--- src/rtl/prewish_mentor.sv ---
// Wishbone-style mask initiator: sends one table mask per newmask period over STB/DAT.
// Optional build macro PREWISH_MENTOR_ACK_EN adds ACK_I handshake, ack timeout and retry.
module prewish_mentor #(
  parameter int         NEWMASK_CLK_BITS = 26,
  parameter int         ACK_TIMEOUT_BITS = 4,
  parameter logic [7:0] MASK0            = 8'b10101000,
  parameter logic [7:0] MASK1            = 8'b11001010,
  parameter logic [7:0] MASK2            = 8'b11110000,
  parameter logic [7:0] MASK3            = 8'b10000000
) (
  input  logic       CLK_I,
  input  logic       RST_I,
  input  logic       ACK_I,
  output logic       STB_O,
  output logic [7:0] DAT_O,
  output logic [1:0] o_index,
  output logic       o_timeout
);

  typedef enum logic [1:0] {START, SEND, IDLE} state_t;

  localparam logic [NEWMASK_CLK_BITS-1:0] DIV_MAX = '1;

  state_t                      state, next_state;
  logic                        launched;
  logic [NEWMASK_CLK_BITS-1:0] div_q, div_d;
  logic                        ack_done, timed_out, send_exit;
  logic                        stb_d, timeout_d;
  logic [7:0]                  dat_d, mask_sel;
  logic [1:0]                  index_d;

`ifdef PREWISH_MENTOR_ACK_EN
  localparam logic [ACK_TIMEOUT_BITS-1:0] TO_MAX = '1;

  logic [ACK_TIMEOUT_BITS-1:0] tcnt_q, tcnt_d;
  logic                        timeout_q;

  // ACK beats the timeout when both land on the same edge.
  always_comb begin
    ack_done  = ACK_I;
    timed_out = !ACK_I && (tcnt_q == TO_MAX);
    tcnt_d    = '0;
    if (state == SEND && !ack_done && !timed_out)
      tcnt_d = tcnt_q + 1'b1;
  end

  always_ff @(posedge CLK_I) begin
    if (RST_I) begin
      tcnt_q    <= '0;
      timeout_q <= 1'b0;
    end else begin
      tcnt_q    <= tcnt_d;
      timeout_q <= timeout_d;
    end
  end

  assign o_timeout = timeout_q;
`else
  logic                        unused_ack;
  logic [ACK_TIMEOUT_BITS-1:0] unused_tcnt;

  assign unused_ack  = ACK_I;
  assign unused_tcnt = '0;
  assign ack_done    = 1'b1;
  assign timed_out   = 1'b0;
  assign o_timeout   = 1'b0;
`endif

  assign send_exit = ack_done || timed_out;

  // launched delays the first SEND by one START cycle after reset is released.
  always_ff @(posedge CLK_I) begin
    // NOTE: sequential state uses non-blocking assignments so every register
    // samples the pre-edge values regardless of statement order.
    if (RST_I) begin
      state    <= START;
      launched <= 1'b0;
      div_q    <= '0;
      STB_O    <= 1'b0;
      DAT_O    <= 8'h00;
      o_index  <= 2'd0;
    end else begin
      state    <= next_state;
      launched <= 1'b1;
      div_q    <= div_d;
      STB_O    <= stb_d;
      DAT_O    <= dat_d;
      o_index  <= index_d;
    end
  end

  always_comb begin
    // NOTE: a default before any branch keeps this block free of inferred latches.
    next_state = state;
    unique case (state)
      START:   if (launched)          next_state = SEND;
      SEND:    if (send_exit)         next_state = IDLE;
      IDLE:    if (div_q == DIV_MAX)  next_state = SEND;
      default:                        next_state = START;
    endcase
  end

  always_comb begin
    mask_sel = MASK0;
    case (o_index)
      2'd1:    mask_sel = MASK1;
      2'd2:    mask_sel = MASK2;
      2'd3:    mask_sel = MASK3;
      default: mask_sel = MASK0;
    endcase
  end

  // Next values of the registered outputs; DAT_O only reloads on entry to SEND.
  always_comb begin
    stb_d     = (next_state == SEND);
    dat_d     = DAT_O;
    index_d   = o_index;
    div_d     = '0;
    timeout_d = (state == SEND) && timed_out;
    if (next_state == SEND && state != SEND)
      dat_d = mask_sel;
    if (state == SEND && ack_done)
      index_d = o_index + 2'd1;
    if (state == IDLE && next_state == IDLE)
      div_d = div_q + 1'b1;
  end

endmodule

--- config.mk ---
export PLATFORM = sky130hd
export DESIGN_NAME = prewish_mentor
export DESIGN_NICKNAME = d
export VERILOG_FILES = /design/src/rtl/prewish_mentor.sv
export SDC_FILE = /design/constraint.sdc
export NUM_CORES = 1
export LEC_CHECK = 0
export ABC_AREA = 1
export ABC_CLOCK_PERIOD_IN_PS = 4170
export CAP_MARGIN = 0
export CORE_UTILIZATION = 44
export CTS_BUF_LIST = sky130_fd_sc_hd__clkbuf_4 sky130_fd_sc_hd__clkbuf_8
export DETAILED_ROUTE_END_ITERATION = 10
export PLACE_DENSITY = 0.64
export SKIP_LAST_GASP = 1
export SLEW_MARGIN = 0
export SYNTH_ARGS = -nofsm -noshare
export SYNTH_HDL_FRONTEND = slang
export SYNTH_SLANG_ARGS = --single-unit
--- constraint.sdc ---
create_clock -name CLK_I -period 4.17 [get_ports CLK_I]
set_input_delay 0.834 -clock CLK_I [delete_from_list [all_inputs] [get_ports CLK_I]]
set_output_delay 0.834 -clock CLK_I [all_outputs]
set_load 0.01 [all_outputs]
==> results of run 1 <==
==> state kept, by name (all words and copies together), names as in the netlist <==
register / cells
div_q: 26
DAT_O: 6
o_index: 2
state: 2
STB_O: 1
launched: 1
==> kinds of logic after synthesis <==
kind of cell               share of synthesized area, %
other                                             0.202
AOI/OAI and AO/OA                                  5.79
adders and majority gates                          2.69
xor gates and xnor gates                           6.12
DFF                                                40.9
and+or+nand+nor                                    37.4
buffers and inverters                              6.86
==> final timing paths <==
check                           cells past startpoint               startpoint                    end
worst max register to register                      8      div_q[0]$_SDFF_PP0_    div_q[2]$_SDFF_PP0_
worst max-delay path                                1  o_index[1]$_SDFFE_PP0N_             o_index[1]
worst min-delay path                                2    DAT_O[7]$_SDFFE_PP0P_  DAT_O[7]$_SDFFE_PP0P_
worst min register to register                      2    DAT_O[7]$_SDFFE_PP0P_  DAT_O[7]$_SDFFE_PP0P_
==> cells in the final DEF (no fill, tap or decap), drive strengths merged, types with 3 or more instances in the layout <==
cell type      instances
a21oi                 14
clkbuf                 6
clkdlybuf4s50         10
conb                   3
dfxtp                 38
ha                     4
inv                   22
nand2                 58
nand3                  8
nand3b                 3
nand4                  4
nor2                  51
nor3                   5
o21ai                  6
or2                    4
xnor2                  6
xor2                   7
==> where the power goes <==
group	switching, mW	leakage, nW	total (mW)	internal, mW
Sequential	0.0114	0.309	0.390	0.379
Combinational	0.0481	0.378	0.0902	0.0421
Clock	0.127	0.0714	0.383	0.255
Total	0.187	0.759	0.863	0.676
==> synth_stat cells (all sizes together) <==
cell and n:
nand2 58, nor2 51, dfxtp 38, inv 22
a21oi 14, nand3 8, xor2 7, o21ai 6
xnor2 6, buf 5, nor3 5, ha 4
nand4 4, or2 4, nand3b 3, and3 1
conb 1, nor3b 1, o21bai 1
==> worst min-delay path, delay by kind of cell (launching register included) <==
family | cells | cell delay, ns
compound gates | 1 | 0.05
simple gates | 1 | 0.06
flops | 1 | 0.32
==> routing by layer <==
metal  GRT usage, %  up-vias  share of wire [%]
li1               -      772                  -
met1           19.5      606                 50
met2           24.3       20                 44
met3           4.11        7                3.9
met4           10.4        0                2.2
met5              0        -                  0
==> area by class of cell <==
| class | count | area, sq um |
|---|---|---|
| clock buffer | 6 | 82.6 |
| clock inverter | 2 | 60.1 |
| fill | 392 | 1900 |
| inverter | 22 | 82.6 |
| multi-input combinational | 176 | 978 |
| sequential | 38 | 761 |
| tap | 50 | 62.6 |
| timing repair buffer | 10 | 100 |
==> stage by stage <==
step	instances	area, sq um	total power, mW
after floorplan	241	1870	0.458
after global placement	296	1980	0.490
after detailed placement	296	1980	0.490
after CTS	304	2130	0.874
after global routing	304	2130	0.897
final	304	2130	0.863
==> flow_summary_export.csv, run 1 <==
group,metric,value,unit
synthesis,netlist.top_cell.by_area,"dfxtp_1",
sta,worst_hold_slack,0.462,ns
clocking,clockBufferDepth,2,
setup_path,critPathTopFamily,"buffers and inverters",
setup_path,worstSetupStartpointType,"flop",
sta,fmax,0.492,GHz
die,ios,15,
clocking,clock_sinks,38,
setup_path,path_buf_inv,1,
synthesis,netlist_instances,239,
clocking,cts_htree_levels,2,
setup_path,worst-path-max-fanout,3,
placement,dp_hpwl,2190,um
setup_path,path_class,"reg -> out",
synthesis,synth.top_cell.area_share,40.9,%
outcome,status,"completed",
sta,setup_violations,0,
clocking,cts.hold.buffers_added,0,
die,die_x,67.0,um
sta,finalCriticalPeriod,2.03,ns
die,rows,23,
synthesis,yosysUniqueCellTypes,31,
placement,gp_congestion,0.773,
sta,slew_violations,0,
clocking,postCtsSetupBuffers,0,
setup_path,ff2ff_setup_slack,2.51,ns
placement,place_ws,1.89,ns
routing,vias,1405,
worst_hold_path,hp-class,"reg -> reg",
die,initial_core_util,46.1,%
setup_path,crit_path_cell_trace,"clkdlybuf4s50_1",
clocking,root_buffer,"clkbuf_8",
setup_path,crit_required,3.34,ns
sta,rsz0062_at_grt,"no",
sta,hold_viol_final,0,
finish,utilization,52.8,%
synthesis,synth_seq_cells,38,
synthesis,syn_avg_cell_area,7.78,sq um
power_and_ir_drop,ir_drop,0.185,mV
global_route,grt_max_degree,28,
global_route,grt_pass1_wl,5230,um
finish,drive_above_1_share,12.2,%
clocking,path_clk_slew,0.08,ns
finish,num-nets-final,260,
placement,port_buffers,10,
setup_path,arrival,1.20,ns
flow_run,cap_violations,0,
synthesis,yosysSeqAreaShare,40.9,%
global_route,antenna_found_initial,0,
clocking,clk_latency,0.29,ns
finish,area_growth,14.4,%
die,dieArea,0.00449,sq mm
routing,drc,0,
power_and_ir_drop,p_leak,0.759,nW
routing,drt.antenna.violating_nets,0,
synthesis,synthTopCellsByArea,"dfxtp_1 41%, nand2_1 10%, nor2_1 8.5%",
clocking,cts_resized,0,
setup_path,slowest_delay,0.54,ns
global_route,grt_pass1_vias,1216,
sta,setup_tns,0,ns
setup_path,worst_setup_path_end_kind,"primary output",
power_and_ir_drop,power_density,406,mW/mm^2
synthesis,synth.cell_area,0.00186,sq mm
routing,wire_per_inst,10.0,um
clocking,cts_tree,"yes",
die,coreArea,0.00403,sq mm
routing,wl,3050,um
clocking,cts_buffers,5,
finish,antennaDiodeCount,0,
routing,viasPerCell,4.62,
die,dieHeight,67.0,um
global_route,grt_overflow,0,
sta,setup_ws,2.14,ns
routing,drt_pass1_iterations,4,
routing,drt_iter0_drc,32,
synthesis,yosysWarningCount,0,
sta,fin_skew,0.00649,ns
global_route,grt_usage,15.9,%
setup_path,cp_slowest_cell,"clkdlybuf4s50_1",
sta,timing.final.crit_share,48.7,%
Power figures use the tool's default switching activity.
==> inputs of run 2 (changes only) <==
--- a/config.mk
+++ b/config.mk
@@ -6,7 +6,7 @@
 export NUM_CORES = 1
 export LEC_CHECK = 0
 export ABC_AREA = 1
-export ABC_CLOCK_PERIOD_IN_PS = 4170
+export ABC_CLOCK_PERIOD_IN_PS = 2100
 export CAP_MARGIN = 0
 export CORE_UTILIZATION = 44
 export CTS_BUF_LIST = sky130_fd_sc_hd__clkbuf_4 sky130_fd_sc_hd__clkbuf_8
==> constraint.sdc (replaced) <==
create_clock -name CLK_I -period 2.1 [get_ports CLK_I]
set_input_delay 0.42 -clock CLK_I [delete_from_list [all_inputs] [get_ports CLK_I]]
set_output_delay 0.42 -clock CLK_I [all_outputs]
set_load 0.01 [all_outputs]
==> run 2 against run 1 <==
  * Critical path depth up 8
  * Register-to-register slack worse by 2.1 ns
  * Wire length up 4.0%
==> flow_summary_export.csv, run 2 (synthesis results as in run 1) <==
group,metric,value,unit
setup_path,crit_end,"state[1]$_SDFF_PP0_",
sta,setup_ws,0.383,ns
die,initial_core_util,46.1,%
sta,fmax,0.582,GHz
setup_path,crit_required,2.27,ns
finish,final_common_cell,"nand2_1",
global_route,grt_pass1_vias,1288,
clocking,clk_latency,0.29,ns
setup_path,arrival,1.89,ns
die,rows,23,
clocking,root_buffer,"clkbuf_8",
finish,final_cell_mix,"50 x nand2_1, 42 x nor2_1, 38 x dfxtp_1",
setup_path,cp.depth,9,
setup_path,cp_slowest_cell,"dfxtp_1",
finish,drive_above_1_share,12.5,%
clocking,cts_htree_levels,2,
die,dieHeight,67.0,um
clocking,cts.hold.buffers_added,0,
setup_path,rr_startpoint,"div_q[0]$_SDFF_PP0_",
worst_hold_path,hp-class,"reg -> reg",
setup_path,path_common_cell,"nand2_4",
sta,hold_viol_final,0,
routing,wl_met3,120,um
flow_run,cap_violations,0,
finish,utilization,52.1,%
clocking,postCtsSetupBuffers,0,
setup_path,ff2ff_setup_slack,0.38,ns
setup_path,crit_path_cell_trace,"ha_1 -> nand2_2 -> nor2_4 -> nand2_4 -> nor2_8 -> nand2_4 -> nand4_4 -> buf_4 -> o21ai_1",
placement,gp_congestion,0.763,
outcome,status,"completed",
clocking,clock_sinks,38,
clocking,cts_buffers,5,
routing,wl,3180,um
die,die_x,67.0,um
setup_path,crit_start,"div_q[0]$_SDFF_PP0_",
routing,viasPerCell,4.57,
die,ios,15,
clocking,cts_tree,"yes",
global_route,grt_usage,16.8,%
setup_path,path_buf_inv,1,
setup_path,reg2reg_depth,9,
clocking,cts_resized,0,
setup_path,worstSetupStartpointType,"flop",
placement,place_ws,0.328,ns
power_and_ir_drop,p_leak,0.749,nW
sta,finalCriticalPeriod,1.72,ns
clocking,path_clk_slew,0.07,ns
setup_path,critPathTopFamily,"simple AND/OR/NAND/NOR gates",
sta,fin_skew,0.00361,ns
clocking,clockBufferDepth,2,
power_and_ir_drop,power_density,747,mW/mm^2
setup_path,worst-path-max-fanout,27,
routing,wire_per_inst,10.4,um
finish,top_register,"div_q",
finish,area_growth,13.0,%
global_route,antenna_found_initial,0,
global_route,grt_pass1_wl,5550,um
sta,setup_violations,0,
routing,dr.max_layer_used,"met4",
die,coreArea,0.00403,sq mm
sta,worst_hold_slack,0.462,ns
finish,largest_reg_flops,26,
sta,timing.final.crit_share,81.8,%
finish,largestRegisters,"div_q x26, DAT_O x6",
routing,vias,1394,
finish,nFillCells,410,
routing,dr_wl_met2,1390,um
global_route,grt_max_degree,28,
finish,num-nets-final,261,
routing,met1_length,1610,um
setup_path,worst_setup_path_end_kind,"flop",
setup_path,rr_endpoint,"state[1]$_SDFF_PP0_",
routing,drt_iter0_drc,44,
power_and_ir_drop,total_power,1.57,mW
die,dieArea,0.00449,sq mm
placement,port_buffers,10,
placement,dp_hpwl,2240,um
setup_path,path_class,"reg -> reg",
routing,drt.antenna.violating_nets,0,
global_route,grt_overflow,0,
power_and_ir_drop,ir_drop,0.497,mV
routing,drt_pass1_iterations,4,
routing,drc,0,
setup_path,slowest_delay,0.38,ns
sta,slew_violations,0,
sta,rsz0062_at_grt,"no",
sta,setup_tns,0,ns
finish,antennaDiodeCount,0,
-- run 2: worst reg2reg max path, stage by stage, from the launching register on --
cell and delay [ns]:
dfxtp_1 0.38, ha_1 0.20, nand2_2 0.09, nor2_4 0.11, nand2_4 0.11, nor2_8 0.15, nand2_4 0.09, nand4_4 0.06
buf_4 0.29, o21ai_1 0.11
-- run 2: per-layer routing --
layer,vias to the layer above,GRT usage (%)
met5,-,0
met3,5,5.14
met2,17,26.6
met4,0,7.18
li1,767,-
met1,605,20.7
-- run 2: final cells by class --
type	count	area [sq um]	share of cell area [%]
timing repair buffer	11	108	5.12
tap	50	62.6	2.98
clock buffer	5	68.8	3.28
inverter	22	82.6	3.93
clock inverter	3	40.0	1.91
multi-input combinational	176	978	46.6
sequential	38	761	36.2
-- run 2: metrics by stage --
stage | instances | instance area [sq um]
final | 305 | 2100
after global routing | 305 | 2100
after CTS | 305 | 2100
after detailed placement | 297 | 1990
after global placement | 297 | 1990
after floorplan | 241 | 1870
-- run 2: how the worst min path moves through the flow --
stage / startpoint / to / slack, ns / cells past startpoint
after floorplan: div_q[0]$_SDFF_PP0_ / div_q[0]$_SDFF_PP0_ / 0.44 / 1
after global placement: div_q[0]$_SDFF_PP0_ / div_q[0]$_SDFF_PP0_ / 0.45 / 1
after detailed placement: DAT_O[7]$_SDFFE_PP0P_ / DAT_O[7]$_SDFFE_PP0P_ / 0.45 / 2
after CTS: DAT_O[7]$_SDFFE_PP0P_ / DAT_O[7]$_SDFFE_PP0P_ / 0.47 / 2
after global routing: DAT_O[7]$_SDFFE_PP0P_ / DAT_O[7]$_SDFFE_PP0P_ / 0.50 / 2
final: DAT_O[7]$_SDFFE_PP0P_ / DAT_O[7]$_SDFFE_PP0P_ / 0.46 / 2
-- run 2: report_power, final --
part           internal [mW]  total, mW  switching [mW]
combinational         0.0851      0.182          0.0965
sequential             0.752      0.775          0.0225
clock                  0.350      0.612           0.262
total                   1.19       1.57           0.381
